## src/rtl/prog_loader_pkg.sv

```systemverilog
// Shared command codes, FSM encoding and small decode helpers for the program loader.
package prog_loader_pkg;

    localparam logic [7:0] LDR_CMD_IMEM = 8'hA5;
    localparam logic [7:0] LDR_CMD_DMEM = 8'h5A;
    localparam logic [7:0] LDR_CMD_RUN  = 8'hC3;
    localparam logic [7:0] LDR_CMD_HALT = 8'h3C;

    typedef enum logic [2:0] {
        ST_IDLE    = 3'd0,
        ST_CNT_LO  = 3'd1,
        ST_CNT_HI  = 3'd2,
        ST_PAYLOAD = 3'd3,
        ST_CHECK   = 3'd4,
        ST_RUN_REL = 3'd5,
        ST_RUN     = 3'd6
    } ldr_state_t;

    function automatic logic is_load_cmd(input logic [7:0] b);
        return (b == LDR_CMD_IMEM) || (b == LDR_CMD_DMEM);
    endfunction

    function automatic logic is_frame_state(input ldr_state_t s);
        case (s)
            ST_CNT_LO, ST_CNT_HI, ST_PAYLOAD, ST_CHECK: return 1'b1;
            default:                                   return 1'b0;
        endcase
    endfunction

endpackage

```

## src/rtl/prog_loader_word_asm.sv

```systemverilog
// Byte-to-word assembler: little-endian shift register, byte counter and running XOR.
module ldr_word_asm
    import prog_loader_pkg::*;
(
    input  logic        clk,
    input  logic        rst,
    input  logic        clr,
    input  logic        en,
    input  logic [7:0]  dat,
    output logic [31:0] word,
    output logic        done,
    output logic [7:0]  xsum
);

    logic [23:0] shift_r;
    logic [1:0]  bcnt_r;
    logic [7:0]  xsum_r;

    // Shift bytes in from the top so the first byte ends up in bits 7:0.
    always_ff @(posedge clk) begin
        if (rst) begin
            shift_r <= 24'd0;
            bcnt_r  <= 2'd0;
            xsum_r  <= 8'd0;
        end else if (clr) begin
            shift_r <= 24'd0;
            bcnt_r  <= 2'd0;
            xsum_r  <= 8'd0;
        end else if (en) begin
            shift_r <= {dat, shift_r[23:8]};
            bcnt_r  <= bcnt_r + 2'd1;
            xsum_r  <= xsum_r ^ dat;
        end else begin
            shift_r <= shift_r;
            bcnt_r  <= bcnt_r;
            xsum_r  <= xsum_r;
        end
    end

    assign word = {dat, shift_r};
    assign done = en && (bcnt_r == 2'd3);
    assign xsum = xsum_r;

endmodule

```

## src/rtl/prog_loader.sv

```systemverilog
// Framed byte-stream loader writing 32-bit words into instruction/data BRAM and
// gating the CPU reset/stall until a run command arrives.
module prog_loader
    import prog_loader_pkg::*;
#(
    parameter int ADDR_W = 12,
    parameter int DATA_W = 32
) (
    input  logic              clk,
    input  logic              rst,
    input  logic [7:0]        in_dat,
    input  logic              in_valid,
    output logic              in_ready,
    output logic [ADDR_W-1:0] i_w_addr,
    output logic [DATA_W-1:0] i_w_dat,
    output logic              i_w_enb,
    output logic [3:0]        i_w_byte_enb,
    output logic [ADDR_W-1:0] d_w_addr,
    output logic [DATA_W-1:0] d_w_dat,
    output logic              d_w_enb,
    output logic [3:0]        d_w_byte_enb,
    output logic              cpu_rst,
    output logic              pc_stall,
    output logic              load_err,
    output logic              busy
);

    localparam int         DEPTH   = 2 ** ADDR_W;
    localparam logic [16:0] DEPTH_V = 17'(DEPTH);

    ldr_state_t  state_r, state_nxt_s;
    logic        acc_s, start_s, lo_s, hi_s, pay_en_s, set_err_s, clr_err_s;
    logic        done_s, last_word_s, tgt_dmem_r;
    logic [7:0]  cnt_lo_r, xsum_s;
    logic [15:0] cnt_s, cnt_r, word_idx_r;
    logic [31:0] word_s;

    assign in_ready    = ~rst;
    assign acc_s       = in_valid && in_ready;
    assign pay_en_s    = acc_s && (state_r == ST_PAYLOAD);
    assign cnt_s       = {in_dat, cnt_lo_r};
    assign last_word_s = (word_idx_r == (cnt_r - 16'd1));

    ldr_word_asm u_asm (
        .clk  (clk),
        .rst  (rst),
        .clr  (start_s),
        .en   (pay_en_s),
        .dat  (in_dat),
        .word (word_s),
        .done (done_s),
        .xsum (xsum_s)
    );

    // FSM state register.
    always_ff @(posedge clk) begin
        if (rst) begin
            state_r <= ST_IDLE;
        end else begin
            state_r <= state_nxt_s;
        end
    end

    // Next-state decode and per-byte control strobes.
    always_comb begin
        state_nxt_s = state_r;
        start_s     = 1'b0;
        lo_s        = 1'b0;
        hi_s        = 1'b0;
        set_err_s   = 1'b0;
        clr_err_s   = 1'b0;
        case (state_r)
            ST_IDLE: begin
                if (acc_s && is_load_cmd(in_dat)) begin
                    start_s     = 1'b1;
                    state_nxt_s = ST_CNT_LO;
                end else if (acc_s && (in_dat == LDR_CMD_RUN)) begin
                    state_nxt_s = ST_RUN_REL;
                end else begin
                    state_nxt_s = ST_IDLE;
                end
            end
            ST_CNT_LO: begin
                if (acc_s) begin
                    lo_s        = 1'b1;
                    state_nxt_s = ST_CNT_HI;
                end else begin
                    state_nxt_s = ST_CNT_LO;
                end
            end
            ST_CNT_HI: begin
                if (acc_s) begin
                    hi_s = 1'b1;
                    if ({1'b0, cnt_s} > DEPTH_V) begin
                        set_err_s   = 1'b1;
                        state_nxt_s = ST_IDLE;
                    end else if (cnt_s == 16'd0) begin
                        state_nxt_s = ST_CHECK;
                    end else begin
                        state_nxt_s = ST_PAYLOAD;
                    end
                end else begin
                    state_nxt_s = ST_CNT_HI;
                end
            end
            ST_PAYLOAD: begin
                if (done_s && last_word_s) begin
                    state_nxt_s = ST_CHECK;
                end else begin
                    state_nxt_s = ST_PAYLOAD;
                end
            end
            ST_CHECK: begin
                if (acc_s) begin
                    if (in_dat == xsum_s) begin
                        clr_err_s = 1'b1;
                    end else begin
                        set_err_s = 1'b1;
                    end
                    state_nxt_s = ST_IDLE;
                end else begin
                    state_nxt_s = ST_CHECK;
                end
            end
            ST_RUN_REL: state_nxt_s = ST_RUN;
            ST_RUN: begin
                if (acc_s && (in_dat == LDR_CMD_HALT)) begin
                    state_nxt_s = ST_IDLE;
                end else begin
                    state_nxt_s = ST_RUN;
                end
            end
            default: state_nxt_s = ST_IDLE;
        endcase
    end

    // Datapath: count/index tracking, one-cycle BRAM write pulses, error and CPU control.
    always_ff @(posedge clk) begin
        if (rst) begin
            tgt_dmem_r   <= 1'b0;
            cnt_lo_r     <= 8'd0;
            cnt_r        <= 16'd0;
            word_idx_r   <= 16'd0;
            i_w_addr     <= '0;
            i_w_dat      <= '0;
            i_w_enb      <= 1'b0;
            i_w_byte_enb <= 4'd0;
            d_w_addr     <= '0;
            d_w_dat      <= '0;
            d_w_enb      <= 1'b0;
            d_w_byte_enb <= 4'd0;
            load_err     <= 1'b0;
            cpu_rst      <= 1'b1;
            pc_stall     <= 1'b1;
            busy         <= 1'b0;
        end else begin
            i_w_enb      <= 1'b0;
            i_w_byte_enb <= 4'd0;
            d_w_enb      <= 1'b0;
            d_w_byte_enb <= 4'd0;
            if (start_s) begin
                tgt_dmem_r <= (in_dat == LDR_CMD_DMEM);
                word_idx_r <= 16'd0;
            end
            if (lo_s) begin
                cnt_lo_r <= in_dat;
            end
            if (hi_s) begin
                cnt_r <= cnt_s;
            end
            if (done_s) begin
                word_idx_r <= word_idx_r + 16'd1;
                if (tgt_dmem_r) begin
                    d_w_enb      <= 1'b1;
                    d_w_byte_enb <= 4'hF;
                    d_w_addr     <= word_idx_r[ADDR_W-1:0];
                    d_w_dat      <= word_s;
                end else begin
                    i_w_enb      <= 1'b1;
                    i_w_byte_enb <= 4'hF;
                    i_w_addr     <= word_idx_r[ADDR_W-1:0];
                    i_w_dat      <= word_s;
                end
            end
            if (set_err_s) begin
                load_err <= 1'b1;
            end else if (clr_err_s) begin
                load_err <= 1'b0;
            end
            // Decoded from the next state so these track the state register exactly.
            cpu_rst  <= !((state_nxt_s == ST_RUN_REL) || (state_nxt_s == ST_RUN));
            pc_stall <= (state_nxt_s != ST_RUN);
            busy     <= is_frame_state(state_nxt_s);
        end
    end

endmodule

```

## config.mk

```make
export PLATFORM = sky130hd
export DESIGN_NAME = prog_loader
export DESIGN_NICKNAME = d
export VERILOG_FILES = /design/src/rtl/prog_loader_pkg.sv /design/src/rtl/prog_loader_word_asm.sv /design/src/rtl/prog_loader.sv
export SDC_FILE = /design/constraint.sdc
export NUM_CORES = 1
export LEC_CHECK = 0
export CAP_MARGIN = 20
export CELL_PAD_IN_SITES_DETAIL_PLACEMENT = 1
export CELL_PAD_IN_SITES_GLOBAL_PLACEMENT = 1
export CORE_MARGIN = 5
export CORE_UTILIZATION = 39
export DETAILED_ROUTE_END_ITERATION = 8
export PLACE_DENSITY = 0.89
export SLEW_MARGIN = 15
export SYNTH_ARGS = -nofsm -noshare
export SYNTH_HDL_FRONTEND = slang
export SYNTH_SLANG_ARGS = --single-unit
export TNS_END_PERCENT = 100
```

## constraint.sdc

```tcl
create_clock -name clk -period 3 [get_ports clk]
set_input_delay 0.45 -clock clk [delete_from_list [all_inputs] [get_ports clk]]
set_output_delay 0.45 -clock clk [all_outputs]
set_load 0.01 [all_outputs]
```

==> metrics.yaml <==
status: "finished clean"
synth_seq_cells: 172
routed_via_density: 5.44
worstHoldEndpoint: "d_w_dat[1]$_SDFFE_PP0P_"
clock-root-buffer: "clkbuf_16"
gp_congestion: 0.872
path_common_cell: "or4_1"
power_frac_comb_pct: 2.5
p_int_mw: 3.52
dp.cells: 1232
p_sw_share_pct: 22.7
r2r_slack_ns: 0.1
syn-num-nets: 931
fmaxAchievable_mhz: 345
p_leak_nw: 3.24
clockBufferDepth: 2
antenna_found_initial: 0
io_pins: 114
finalWorstSetupSlack_ns: 0.0994
numCtsBuffers: 17
cts_max_level: 4
ys_seq_area_share_pct: 48.6
max_slew_margin_pct: 36.2
synth_ff_type: "dfxtp_1"
hold_depth: 2
path_max_fanout: 6
insertion_delay_ns: 0.43
syn_area_per_cell_um2: 7.72
dieArea_um2: 20900
cp-end-kind: "flop"
worstPathRequired_ns: 3.30
rsz0062_at_grt: "no"
clk_pin_slew_ns: 0.07
wl_per_cell_um: 18.4
drt_wl_total_um: 23200
n_antenna_cell: 0
fillers: 2176
worstSetupPathType: "flop to flop"
die_w_um: 145
initial_core_util_pct: 39.5
drt_first_pass_iters: 4
synth.distinct_cells: 52
io_buffers: 113
post-place-ws_ns: -0.115
cts_tree: "yes"
slew_violations: 0
vias: 6880
worst_slew_pin_slew_ns: 0.955
worstReg2RegEnd: "pc_stall$_SDFF_PP1_"
placementRows: 49
r2r_start: "cnt_r[2]$_SDFFE_PP0P_"
cts.hold.buffers_added: 0
fin_skew_ns: 0.00727
cap_violations: 0
finalHoldViolations: 0
ys_warn_count: 0
cp-start-kind: "flop"
grt_max_degree: 78
route.detailed.drc: 0
power_frac_clock_pct: 47.3
core-area_um2: 17900
worstPathCellList: "nor4_4 -> buf_4 -> o21ai_0 -> a211oi_1 -> nand4_1 -> or4_1 -> and3b_1 -> or4_1"
nets: 1038
seqPwrFrac_pct: 50.2
timing.final.crit_period_ns: 2.90
dpl_cell_area_um2: 8570
ir_drop_uv: 430
drt_iter0_markers: 336
track_usage_pct: 22.6
power.total_mw: 4.55
p_per_area_nw_per_um2: 495
hp-start: "d_w_dat[1]$_SDFFE_PP0P_"
arrival_ns: 3.20
die_h_um: 145
layout-drive-gt1-share_pct: 9.07
power.net_switching_mw: 1.03
synth_area_um2: 7080
postRouteAntennaNets: 0
synth_edf_count: 0
timing.hold.ws_ns: 0.457
slowest_delay_ns: 0.59
synthCells: 917
area_delta_synth_final_pct: 29.7
setup_violations: 0
first_global_vias: 7193
r2r_cells: 8
final_cells: 1265
overflow: 0
grt_pass1_wl_um: 37600
numClockSinks: 172
finalCritPeriodShare_pct: 96.7
async_reset_ff_share_pct: 0
hpwl_um: 16200
hold_path.class: "flop to flop"
finalInstanceArea_um2: 9180
cp_slowest_cell: "or4_1"
layer usage:
layer  global-route usage (%)  wire (um)  vias to the layer above
met3                     4.30        886                       38
met2                     38.7      11600                      164
met4                     6.97        500                        0
met1                     28.9      10300                     3399
met5                        0          0                        -
li1                         -          -                     3279
Yosys cell counts (all sizes together) (2+ instances only):
cell type | instances | area, um2
a211oi | 3 | 22.5
a21oi | 122 | 611
a221o | 2 | 20.0
a311oi | 5 | 43.8
a31oi | 7 | 43.8
and2 | 2 | 12.5
and3 | 4 | 25.0
and3b | 3 | 27.5
and4 | 2 | 17.5
buf | 15 | 92.6
clkbuf | 58 | 218
dfxtp | 172 | 3440
ha | 3 | 37.5
inv | 15 | 56.3
mux2 | 2 | 22.5
mux2i | 2 | 20.0
nand2 | 298 | 1120
nand2b | 5 | 31.3
nand3 | 39 | 195
nand3b | 2 | 15.0
nand4 | 12 | 75.1
nor2 | 37 | 139
nor2b | 3 | 18.8
nor3 | 9 | 45.0
nor3b | 2 | 20.0
nor4 | 16 | 113
o21ai | 17 | 85.1
o311ai | 2 | 17.5
o31ai | 5 | 37.5
or2 | 3 | 18.8
or4 | 2 | 15.0
xnor2 | 16 | 140
xor2 | 20 | 175
cell type report:
class | instances | area, um2 | area share, %
multi-input cells | 657 | 3300 | 35.9
flip-flops and latches | 172 | 3440 | 37.5
well taps | 229 | 287 | 3.12
clock inverters | 10 | 109 | 1.19
clock buffers | 21 | 460 | 5.01
inverters | 15 | 56.3 | 0.613
repair buffers | 161 | 1530 | 16.6
cell families after synthesis:
family                     Yosys count  share of synthesized area [%]
AOI/OAI and AO/OA                  169                           13.2
xor gates and xnor gates            36                           4.45
adders and majority gates            3                          0.530
buffers and inverters               88                           5.18
DFF                                172                           48.6
muxes                                4                          0.601
and+or+nand+nor                    445                           27.4
cell usage in the layout (no fill, tap or decap), types with 3 or more instances in the layout:
cell             instances
a211oi_1                 3
a21oi_1                122
a311oi_1                 5
a31oi_1                  7
and3_1                   4
buf_12                   3
buf_4                   46
clkbuf_16               17
clkdlybuf4s50_1        112
clkinv_4                 3
dfxtp_1                171
inv_1                   13
inv_6                    3
nand2_1                298
nand2b_1                 4
nand3_1                 39
nand4_1                 12
nor2_1                  37
nor2b_1                  3
nor3_1                   8
nor4_1                  13
o21ai_0                 16
o31ai_1                  5
or2_2                    3
xnor2_1                 16
xor2_1                  20
state kept, by name, summed over array words and instances (netlist names), 2 cells and up:
register	cells
u_asm.shift_r	24
cnt_r	16
u_asm.xsum	8
u_asm.bcnt_r	2
state_r	3
d_w_dat	32
d_w_addr	12
i_w_addr	12
word_idx_r	16
i_w_dat	32
cnt_lo_r	8
repair_timing:
| action | 4_1_cts | 5_1_grt |
|---|---|---|
| endpoints found under the setup margin | 1 | 1 |
| resized for setup | 1 | 4 |
| setup buffers | 2 | 0 |
critical path: cells and delay by family, from the launching register on:
kind / cells / cell delay (ns)
and+or+nand+nor: 5 / 1.82
buffers and inverters: 1 / 0.22
AOI/OAI and AO/OA: 2 / 0.41
DFF: 1 / 0.33
power by group through the flow:
stage	Combinational, mW	Sequential (mW)	Clock, mW
after detailed placement	0.114	2.33	0
after CTS	0.115	2.28	2.17
after floorplan	0.0601	2.33	0
after global routing	0.123	2.28	2.28
after global placement	0.113	2.33	0
final	0.115	2.28	2.15
stage by stage:
stage / TNS [ns] / util, %
after floorplan: 0 / -
after global placement: 0 / 47.9
after detailed placement: -0.115 / 47.9
after CTS: 0 / 51.2
after global routing: 0 / 51.3
final: 0 / 51.3
worst max-delay path by stage:
stage,start,to,slack [ns],cells past startpoint
floorplan,cnt_r[0]$_SDFFE_PP0P_,pc_stall$_SDFF_PP1_,0.34,9
global placement,in_valid,pc_stall$_SDFF_PP1_,0.005,8
detailed placement,in_valid,pc_stall$_SDFF_PP1_,-0.11,8
CTS,cnt_r[2]$_SDFFE_PP0P_,pc_stall$_SDFF_PP1_,0.007,8
global route,cnt_r[2]$_SDFFE_PP0P_,pc_stall$_SDFF_PP1_,0.007,8
finish,cnt_r[2]$_SDFFE_PP0P_,pc_stall$_SDFF_PP1_,0.1,8
(Power assumes the default switching activity.)
